$ cat src/rtl/swc_rtu_rsp_dispatcher_pkg.sv
// Shared types and helpers for the RTU response dispatcher.
//   t_rtu_rsp        : canonical response record (mask, drop, prio) at maximum widths;
//                      the default entry type of swc_rtu_rsp_fifo
//   f_log2_size      : ceil(log2(size)), used for FIFO pointer widths
//   c_port_idx_width : width of the port index on the RTU engine stream
package swc_rtu_rsp_pkg;

    localparam int unsigned c_port_idx_width = 4;
    localparam int unsigned c_max_ports      = 16;
    localparam int unsigned c_max_prio_width = 8;

    typedef struct packed {
        logic [c_max_ports-1:0]      mask;
        logic                        drop;
        logic [c_max_prio_width-1:0] prio;
    } t_rtu_rsp;

    function automatic int unsigned f_log2_size(input int unsigned size);
        int unsigned r;
        r = 0;
        while ((64'd1 << r) < 64'(size)) r++;
        return r;
    endfunction

endpackage

$ cat src/rtl/swc_rtu_rsp_dispatcher_if.sv
// Serialized response stream from the shared RTU lookup engine.
//   in_valid_i : engine presents a response
//   in_ready_o : dispatcher accepts it this cycle
//   in_port_i  : target port index
//   in_mask_i  : destination port mask
//   in_drop_i  : drop flag
//   in_prio_i  : priority
// Modports: master = RTU engine, slave = dispatcher.
interface swc_rtu_rsp_dispatcher_if
    import swc_rtu_rsp_pkg::*;
#(
    parameter int unsigned g_num_ports  = 7,
    parameter int unsigned g_prio_width = 3
);
    logic                        in_valid_i;
    logic                        in_ready_o;
    logic [c_port_idx_width-1:0] in_port_i;
    logic [g_num_ports-1:0]      in_mask_i;
    logic                        in_drop_i;
    logic [g_prio_width-1:0]     in_prio_i;

    modport master (
        output in_valid_i, in_port_i, in_mask_i, in_drop_i, in_prio_i,
        input  in_ready_o
    );

    modport slave (
        input  in_valid_i, in_port_i, in_mask_i, in_drop_i, in_prio_i,
        output in_ready_o
    );
endinterface

$ cat src/rtl/swc_rtu_rsp_dispatcher_fifo.sv
// swc_rtu_rsp_fifo: single show-ahead FIFO of response records.
//   clk, rst_n : clock, asynchronous active-high reset
//   push, din  : write din (ignored when full)
//   pop        : drop head entry (ignored when empty)
//   head       : current head entry, meaningful only while !empty
//   full/empty : occupancy flags
// g_depth must be a power of two so pointers wrap naturally.
module swc_rtu_rsp_fifo
    import swc_rtu_rsp_pkg::*;
#(
    parameter type         t_entry = t_rtu_rsp,
    parameter int unsigned g_depth = 4
) (
    input  logic   clk,
    input  logic   rst_n,
    input  logic   push,
    input  logic   pop,
    input  t_entry din,
    output t_entry head,
    output logic   full,
    output logic   empty
);
    localparam int unsigned   c_aw    = f_log2_size(g_depth);
    localparam logic [c_aw:0] c_depth = g_depth[c_aw:0];

    t_entry          mem [g_depth];
    logic [c_aw-1:0] rd_ptr;
    logic [c_aw-1:0] wr_ptr;
    logic [c_aw:0]   count;
    logic            do_push;
    logic            do_pop;

    assign full    = (count == c_depth);
    assign empty   = (count == '0);
    assign do_push = push & ~full;
    assign do_pop  = pop & ~empty;
    assign head    = mem[rd_ptr];

    // Storage needs no reset: head is only observed while the FIFO is non-empty.
    always_ff @(posedge clk) begin
        if (do_push) mem[wr_ptr] <= din;
    end

    always_ff @(posedge clk or posedge rst_n) begin
        if (rst_n) begin
            rd_ptr <= '0;
            wr_ptr <= '0;
            count  <= '0;
        end else begin
            if (do_push) wr_ptr <= wr_ptr + 1'b1;
            if (do_pop)  rd_ptr <= rd_ptr + 1'b1;
            if (do_push && !do_pop)      count <= count + 1'b1;
            else if (!do_push && do_pop) count <= count - 1'b1;
        end
    end

endmodule

$ cat src/rtl/swc_rtu_rsp_dispatcher.sv
// swc_rtu_rsp_dispatcher: demultiplexes the RTU engine response stream into
// per-port show-ahead FIFOs and presents each head on the core's valid/ack bus.
//   clk, rst_n          : clock, asynchronous active-high reset
//   in_bus (slave)      : response stream from the RTU engine
//   rtu_rsp_valid_o     : per-port head valid
//   rtu_rsp_ack_i       : per-port head consumed
//   rtu_dst_port_mask_o : per-port head mask, port p at [p*N +: N]
//   rtu_drop_o          : per-port head drop flag
//   rtu_prio_o          : per-port head priority, port p at [p*W +: W]
//   bad_port_cnt_o      : saturating count of responses with an invalid port index
//   filtered_cnt_o      : saturating count of filtered responses
//                         (only with SWC_RTU_RSP_DROP_FILTER_EN)
// Optional feature macro: SWC_RTU_RSP_DROP_FILTER_EN -- responses with drop=1 or an
// all-zero mask are consumed without queueing and are never blocked by a full FIFO.
module swc_rtu_rsp_dispatcher
    import swc_rtu_rsp_pkg::*;
#(
    parameter int unsigned g_num_ports  = 7,
    parameter int unsigned g_prio_width = 3,
    parameter int unsigned g_fifo_depth = 4,
    parameter int unsigned g_cnt_width  = 16
) (
    input  logic                                clk,
    input  logic                                rst_n,
    swc_rtu_rsp_dispatcher_if.slave             in_bus,
    output logic [g_num_ports-1:0]              rtu_rsp_valid_o,
    input  logic [g_num_ports-1:0]              rtu_rsp_ack_i,
    output logic [g_num_ports*g_num_ports-1:0]  rtu_dst_port_mask_o,
    output logic [g_num_ports-1:0]              rtu_drop_o,
    output logic [g_num_ports*g_prio_width-1:0] rtu_prio_o,
    output logic [g_cnt_width-1:0]              bad_port_cnt_o
`ifdef SWC_RTU_RSP_DROP_FILTER_EN
    ,
    output logic [g_cnt_width-1:0]              filtered_cnt_o
`endif
);
    localparam logic [c_port_idx_width:0] c_num_ports = g_num_ports[c_port_idx_width:0];

    typedef struct packed {
        logic [g_num_ports-1:0]  mask;
        logic                    drop;
        logic [g_prio_width-1:0] prio;
    } t_port_rsp;

    t_port_rsp              din;
    t_port_rsp              head [g_num_ports];
    logic [g_num_ports-1:0] push;
    logic [g_num_ports-1:0] full;
    logic [g_num_ports-1:0] empty;
    logic                   port_ok;
    logic                   sel_full;
    logic                   filt;
    logic                   ready;
    logic                   accept;

    assign din     = '{mask: in_bus.in_mask_i, drop: in_bus.in_drop_i, prio: in_bus.in_prio_i};
    assign port_ok = ({1'b0, in_bus.in_port_i} < c_num_ports);

    always_comb begin
        sel_full = 1'b0;
        for (int unsigned p = 0; p < g_num_ports; p++) begin
            if (in_bus.in_port_i == c_port_idx_width'(p)) sel_full = full[p];
        end
    end

`ifdef SWC_RTU_RSP_DROP_FILTER_EN
    assign filt = in_bus.in_drop_i | ~|in_bus.in_mask_i;
`else
    assign filt = 1'b0;
`endif

    // Readiness looks only at start-of-cycle fullness, so a same-cycle ack never
    // lets a push into a full FIFO.
    assign ready             = ~port_ok | filt | ~sel_full;
    assign in_bus.in_ready_o = ready;
    assign accept            = in_bus.in_valid_i & ready;

    for (genvar p = 0; p < g_num_ports; p++) begin : g_port
        assign push[p] = accept & ~filt & (in_bus.in_port_i == c_port_idx_width'(p));

        swc_rtu_rsp_fifo #(
            .t_entry (t_port_rsp),
            .g_depth (g_fifo_depth)
        ) u_fifo (
            .clk   (clk),
            .rst_n (rst_n),
            .push  (push[p]),
            .pop   (rtu_rsp_ack_i[p]),
            .din   (din),
            .head  (head[p]),
            .full  (full[p]),
            .empty (empty[p])
        );

        assign rtu_rsp_valid_o[p]                              = ~empty[p];
        assign rtu_dst_port_mask_o[p*g_num_ports +: g_num_ports] = empty[p] ? '0 : head[p].mask;
        assign rtu_drop_o[p]                                   = ~empty[p] & head[p].drop;
        assign rtu_prio_o[p*g_prio_width +: g_prio_width]      = empty[p] ? '0 : head[p].prio;
    end

    always_ff @(posedge clk or posedge rst_n) begin
        if (rst_n) begin
            bad_port_cnt_o <= '0;
        end else if (accept && !port_ok && bad_port_cnt_o != '1) begin
            bad_port_cnt_o <= bad_port_cnt_o + 1'b1;
        end
    end

`ifdef SWC_RTU_RSP_DROP_FILTER_EN
    // An invalid port index takes precedence: such responses count as bad, not filtered.
    always_ff @(posedge clk or posedge rst_n) begin
        if (rst_n) begin
            filtered_cnt_o <= '0;
        end else if (accept && port_ok && filt && filtered_cnt_o != '1) begin
            filtered_cnt_o <= filtered_cnt_o + 1'b1;
        end
    end
`endif

endmodule

$ cat src/flat_wrapper.sv
// flat-port wrapper written by rule: the top's interface ports become plain ports
module swc_rtu_rsp_dispatcher_flat import swc_rtu_rsp_pkg::*;
#(
    parameter int unsigned g_num_ports  = 7,
    parameter int unsigned g_prio_width = 3,
    parameter int unsigned g_fifo_depth = 4,
    parameter int unsigned g_cnt_width  = 16
)
  (clk, rst_n, rtu_rsp_valid_o, rtu_rsp_ack_i, rtu_dst_port_mask_o, rtu_drop_o, rtu_prio_o, bad_port_cnt_o, in_bus_in_valid_i, in_bus_in_port_i, in_bus_in_mask_i, in_bus_in_drop_i, in_bus_in_prio_i, in_bus_in_ready_o);
  swc_rtu_rsp_dispatcher_if #(.g_num_ports(g_num_ports), .g_prio_width(g_prio_width)) in_bus_i ();
  input  logic clk;
  input  logic rst_n;
  output logic [g_num_ports-1:0] rtu_rsp_valid_o;
  input  logic [g_num_ports-1:0] rtu_rsp_ack_i;
  output logic [g_num_ports*g_num_ports-1:0] rtu_dst_port_mask_o;
  output logic [g_num_ports-1:0] rtu_drop_o;
  output logic [g_num_ports*g_prio_width-1:0] rtu_prio_o;
  output logic [g_cnt_width-1:0] bad_port_cnt_o;
  input wire logic [$bits(in_bus_i.in_valid_i)-1:0] in_bus_in_valid_i;
  input wire logic [$bits(in_bus_i.in_port_i)-1:0] in_bus_in_port_i;
  input wire logic [$bits(in_bus_i.in_mask_i)-1:0] in_bus_in_mask_i;
  input wire logic [$bits(in_bus_i.in_drop_i)-1:0] in_bus_in_drop_i;
  input wire logic [$bits(in_bus_i.in_prio_i)-1:0] in_bus_in_prio_i;
  output wire logic [$bits(in_bus_i.in_ready_o)-1:0] in_bus_in_ready_o;
  assign in_bus_i.in_valid_i = in_bus_in_valid_i;
  assign in_bus_i.in_port_i = in_bus_in_port_i;
  assign in_bus_i.in_mask_i = in_bus_in_mask_i;
  assign in_bus_i.in_drop_i = in_bus_in_drop_i;
  assign in_bus_i.in_prio_i = in_bus_in_prio_i;
  assign in_bus_in_ready_o = in_bus_i.in_ready_o;
  swc_rtu_rsp_dispatcher #(.g_num_ports(g_num_ports), .g_prio_width(g_prio_width), .g_fifo_depth(g_fifo_depth), .g_cnt_width(g_cnt_width)) u_core (.clk(clk), .rst_n(rst_n), .in_bus(in_bus_i), .rtu_rsp_valid_o(rtu_rsp_valid_o), .rtu_rsp_ack_i(rtu_rsp_ack_i), .rtu_dst_port_mask_o(rtu_dst_port_mask_o), .rtu_drop_o(rtu_drop_o), .rtu_prio_o(rtu_prio_o), .bad_port_cnt_o(bad_port_cnt_o));
endmodule
$ cat config.mk
export PLATFORM = sky130hd
export DESIGN_NAME = swc_rtu_rsp_dispatcher_flat
export DESIGN_NICKNAME = d
export VERILOG_FILES = /design/src/rtl/swc_rtu_rsp_dispatcher_pkg.sv /design/src/rtl/swc_rtu_rsp_dispatcher_if.sv /design/src/rtl/swc_rtu_rsp_dispatcher_fifo.sv /design/src/rtl/swc_rtu_rsp_dispatcher.sv /design/src/flat_wrapper.sv
export SDC_FILE = /design/constraint.sdc
export NUM_CORES = 1
export LEC_CHECK = 0
export CAP_MARGIN = 20
export CORE_AREA = 5 5 220 222
export CTS_CLUSTER_DIAMETER = 150
export DETAILED_ROUTE_END_ITERATION = 7
export DIE_AREA = 0 0 225 227
export SLEW_MARGIN = 40
export SYNTH_ARGS = -nofsm -noshare
export SYNTH_HDL_FRONTEND = slang
export SYNTH_HIERARCHICAL = 1
export SYNTH_SLANG_ARGS = --single-unit
$ cat constraint.sdc
create_clock -name clk -period 3.2 [get_ports clk]
set_input_delay 0.64 -clock clk [delete_from_list [all_inputs] [get_ports clk]]
set_output_delay 0.64 -clock clk [all_outputs]
set_load 0.005 [all_outputs]
==> flow_summary_export.csv <==
group,metric,value,unit
status,status,"complete, no violations",
logic_synthesis,async_flop_share,0.174,
cells_and_area,nets,1108,
clocking,cts_setup_buffers,0,
setup_path,required,2.56,ns
die,core,0.0462,sq mm
drt,drc,0,
drt,vias,7879,
clocking,tritoncts,"yes",
setup_path,criticalPathCategory,"reg -> out",
grt,grtUsageTotal,0.130,
die,start_util,0.345,
die,die-area,0.0511,sq mm
placed_design,place.gp.congestion,0.760,
drt,wl_per_cell,19.8,microns
timing,max_slew_margin,0.567,
setup_path,reg2reg_depth,14,
setup_path,cp_max_fo,7,
clocking,cts.repair.resized,4,
setup_path,reg2reg_slack,0.47,ns
power_and_ir_drop,p_leak,7.01,nW
drt,drt_iter0_drc,403,
logic_synthesis,syn_nets,911,
placed_design,portBuffers,125,
grt,first_global_vias,8325,
setup_path,r2r_end,"u_core/g_port[4].u_fifo/count[2]",
logic_synthesis,synth_common_cells,"308 x edfxtp_1, 78 x nor2b_1, 65 x dfrtp_1, 56 x mux4_1, 39 x inv_1",
power_and_ir_drop,pwr-share-seq,0.399,
timing,rsz0062_at_grt,"false",
drt,routed_wirelength,33200,microns
grt,grt_max_degree,29,
clocking,cts_root_buffer,"clkbuf_16",
logic_synthesis,synth_seq_area_share,0.683,
power_and_ir_drop,power.internal,11.6,mW
setup_path,timing.rr.start,"u_core/g_port[1].u_fifo/count[0]",
logic_synthesis,synth_area_per_cell,18.9,sq um
drt,detail-route-antenna-nets,0,
cells_and_area,drive_above_1_share,0.200,
clocking,ctsLongestPathBuffers,3,
setup_path,worst_setup_path_end_kind,"primary output",
logic_synthesis,synth-edff-count,308,
clocking,numCtsBuffers,42,
logic_synthesis,synth_flop_cell,"edfxtp_1",
min_path,min_from,"u_core/bad_port_cnt_o[12]",
clocking,worstSkewPairLatency,0.54,ns
min_path,hold_end,"u_core/bad_port_cnt_o[12]",
logic_synthesis,ys_warn_count,6,
power_and_ir_drop,clkPwrFrac,0.302,
grt,grt-ovfl-total,0,
logic_synthesis,synth_most_common_cell,"edfxtp_1",
timing,worstMarginPinSlew,0.648,ns
setup_path,start_kind,"flip-flop",
placed_design,post-place-ws,-0.306,ns
grt,antenna_found_initial,1,
logic_synthesis,syn_inst,843,
power_and_ir_drop,peakVddDrop,398,uV
grt,grt_pass1_wl,50300,microns
die,io_pins,126,
run,max-cap-violations,0,
power_and_ir_drop,combinationalPowerShare,0.299,
timing,final_max_slew_viol_count,0,
timing,max_freq,324,MHz
power_and_ir_drop,sw_frac_of_total,0.273,
power_and_ir_drop,powerDensity,810,mW/mm^2
timing,fin_tns_setup,0,ns
logic_synthesis,ys_types,45,
min_path,hold_path.class,"reg -> reg",
die,die_height,227,microns
drt,viasPerCell,4.68,
die,std_cell_rows,79,
timing,hold_ws,0.491,ns
min_path,min_path_cells,1,
timing,hold_viol_final,0,
logic_synthesis,yosys-top-cells-area,"edfxtp_1 58%, dfrtp_1 10%, mux4_1 9.2%",
timing,fin_ws,0.111,ns
clocking,clock_sinks,373,
clocking,ctsHtreeMaxLevel,2,
logic_synthesis,syn_area,0.0159,sq mm
logic_synthesis,ys_ff_latch,373,
timing,min_period,3.09,ns
clocking,clkTransAtPathRegs,0.06,ns
power_and_ir_drop,switchingPower,4.36,mW
cells_and_area,synthToLayoutAreaGrowth,23.6,%
die,die_x,225,microns
timing,period_share,0.965,
timing,fin_worst_skew,0.0115,ns
logic_synthesis,synth_top_area_share,0.580,
clocking,cts_hold_buf,0,
timing,setup_viol,0,
placed_design,place_hpwl,20900,microns
drt,dr.pass1.iters,4,
logic_synthesis,yosysTopAreaCell,"edfxtp_1",
setup_path,critPathArrivalTime,2.45,ns
[stage by stage]
step	total power, mW	util	instances	instance area [sq um]
after global routing	16.9	0.427	1681	19700
after CTS	16.3	0.427	1681	19700
after floorplan	8.97	-	843	15900
final	16.0	0.427	1682	19700
after detailed placement	11.4	0.396	1603	18300
after global placement	11.3	0.396	1603	18300
[power by group through the flow]
stage | sequential, mW | combinational, mW | clock, mW
global placement | 6.45 | 4.83 | 0
finish | 6.36 | 4.78 | 4.82
CTS | 6.38 | 4.92 | 4.97
detailed placement | 6.47 | 4.90 | 0
global route | 6.46 | 5.23 | 5.19
floorplan | 6.18 | 2.79 | 0
[flip-flops by register name (all words and copies together) (netlist names)]
register and cells:
u_core/g_port.u_fifo/rd_ptr 14, u_core/bad_port_cnt_o 16, u_core/g_port.u_fifo/count 21, u_core/g_port.u_fifo/mem 308, u_core/g_port.u_fifo/wr_ptr 14
[worst max path at each step]
stage / startpoint / endpoint / slack [ns] / depth (start not counted)
final: u_core/g_port[5].u_fifo/rd_ptr[0] / rtu_dst_port_mask_o[35] / 0.11 / 4
after global routing: in_bus_in_port_i[2] / in_bus_in_ready_o / 0.008 / 7
after CTS: u_core/g_port[5].u_fifo/rd_ptr[0] / rtu_dst_port_mask_o[35] / 0.03 / 4
after detailed placement: in_bus_in_port_i[0] / u_core/g_port[4].u_fifo/count[1] / -0.31 / 12
after global placement: in_bus_in_port_i[0] / u_core/g_port[4].u_fifo/count[1] / -0.25 / 12
after floorplan: in_bus_in_port_i[1] / u_core/g_port[0].u_fifo/count[1] / 0.40 / 11
[worst max-delay path, stage by stage (launching register included)]
cell	delay [ns]
dfrtp_2	0.49
buf_4	0.22
mux4_1	0.61
nor2b_1	0.16
clkdlybuf4s50_1	0.44
[kinds of logic (layout without fill, tap and decap cells)]
| kind of cell | Yosys count | in the layout | synth area share |
|---|---|---|---|
| and+or+nand+nor | 193 | 193 | 0.0836 |
| other | 0 | 1 | 0 |
| xor gates and xnor gates | 55 | 55 | 0.0302 |
| buffers and inverters | 69 | 300 | 0.0236 |
| adders and majority gates | 43 | 43 | 0.0371 |
| AOI/OAI and AO/OA | 18 | 18 | 0.00872 |
| muxes | 92 | 92 | 0.134 |
| DFF | 373 | 373 | 0.683 |
[layer usage]
layer	global-route usage	wire [microns]
met3	0.0361	1860
met5	0	20
met4	0.0287	520
met2	0.212	15900
met1	0.178	14900
[final cells by class]
type / count / area (sq um)
timing repair buffer: 183 / 1790
clock inverter: 15 / 164
fill: 4069 / 26500
sequential: 373 / 10900
antenna: 1 / 2.50
clock buffer: 63 / 1250
tap: 607 / 759
multi-input combinational: 401 / 4700
inverter: 39 / 146
[placed cells by master (no fill, tap or decap), types with 12 or more instances in the layout]
cell type	Yosys	routed
clkbuf_1	7	12
mux4_1	56	56
mux4_2	21	21
ha_1	36	36
buf_4	0	49
nor2b_1	78	78
nor2_1	14	14
xor2_1	17	17
clkbuf_16	0	45
dfrtp_1	65	63
and2_2	28	28
edfxtp_1	308	308
clkdlybuf4s50_1	0	123
xnor2_1	38	38
inv_1	39	39
Power figures use the tool's default switching activity.
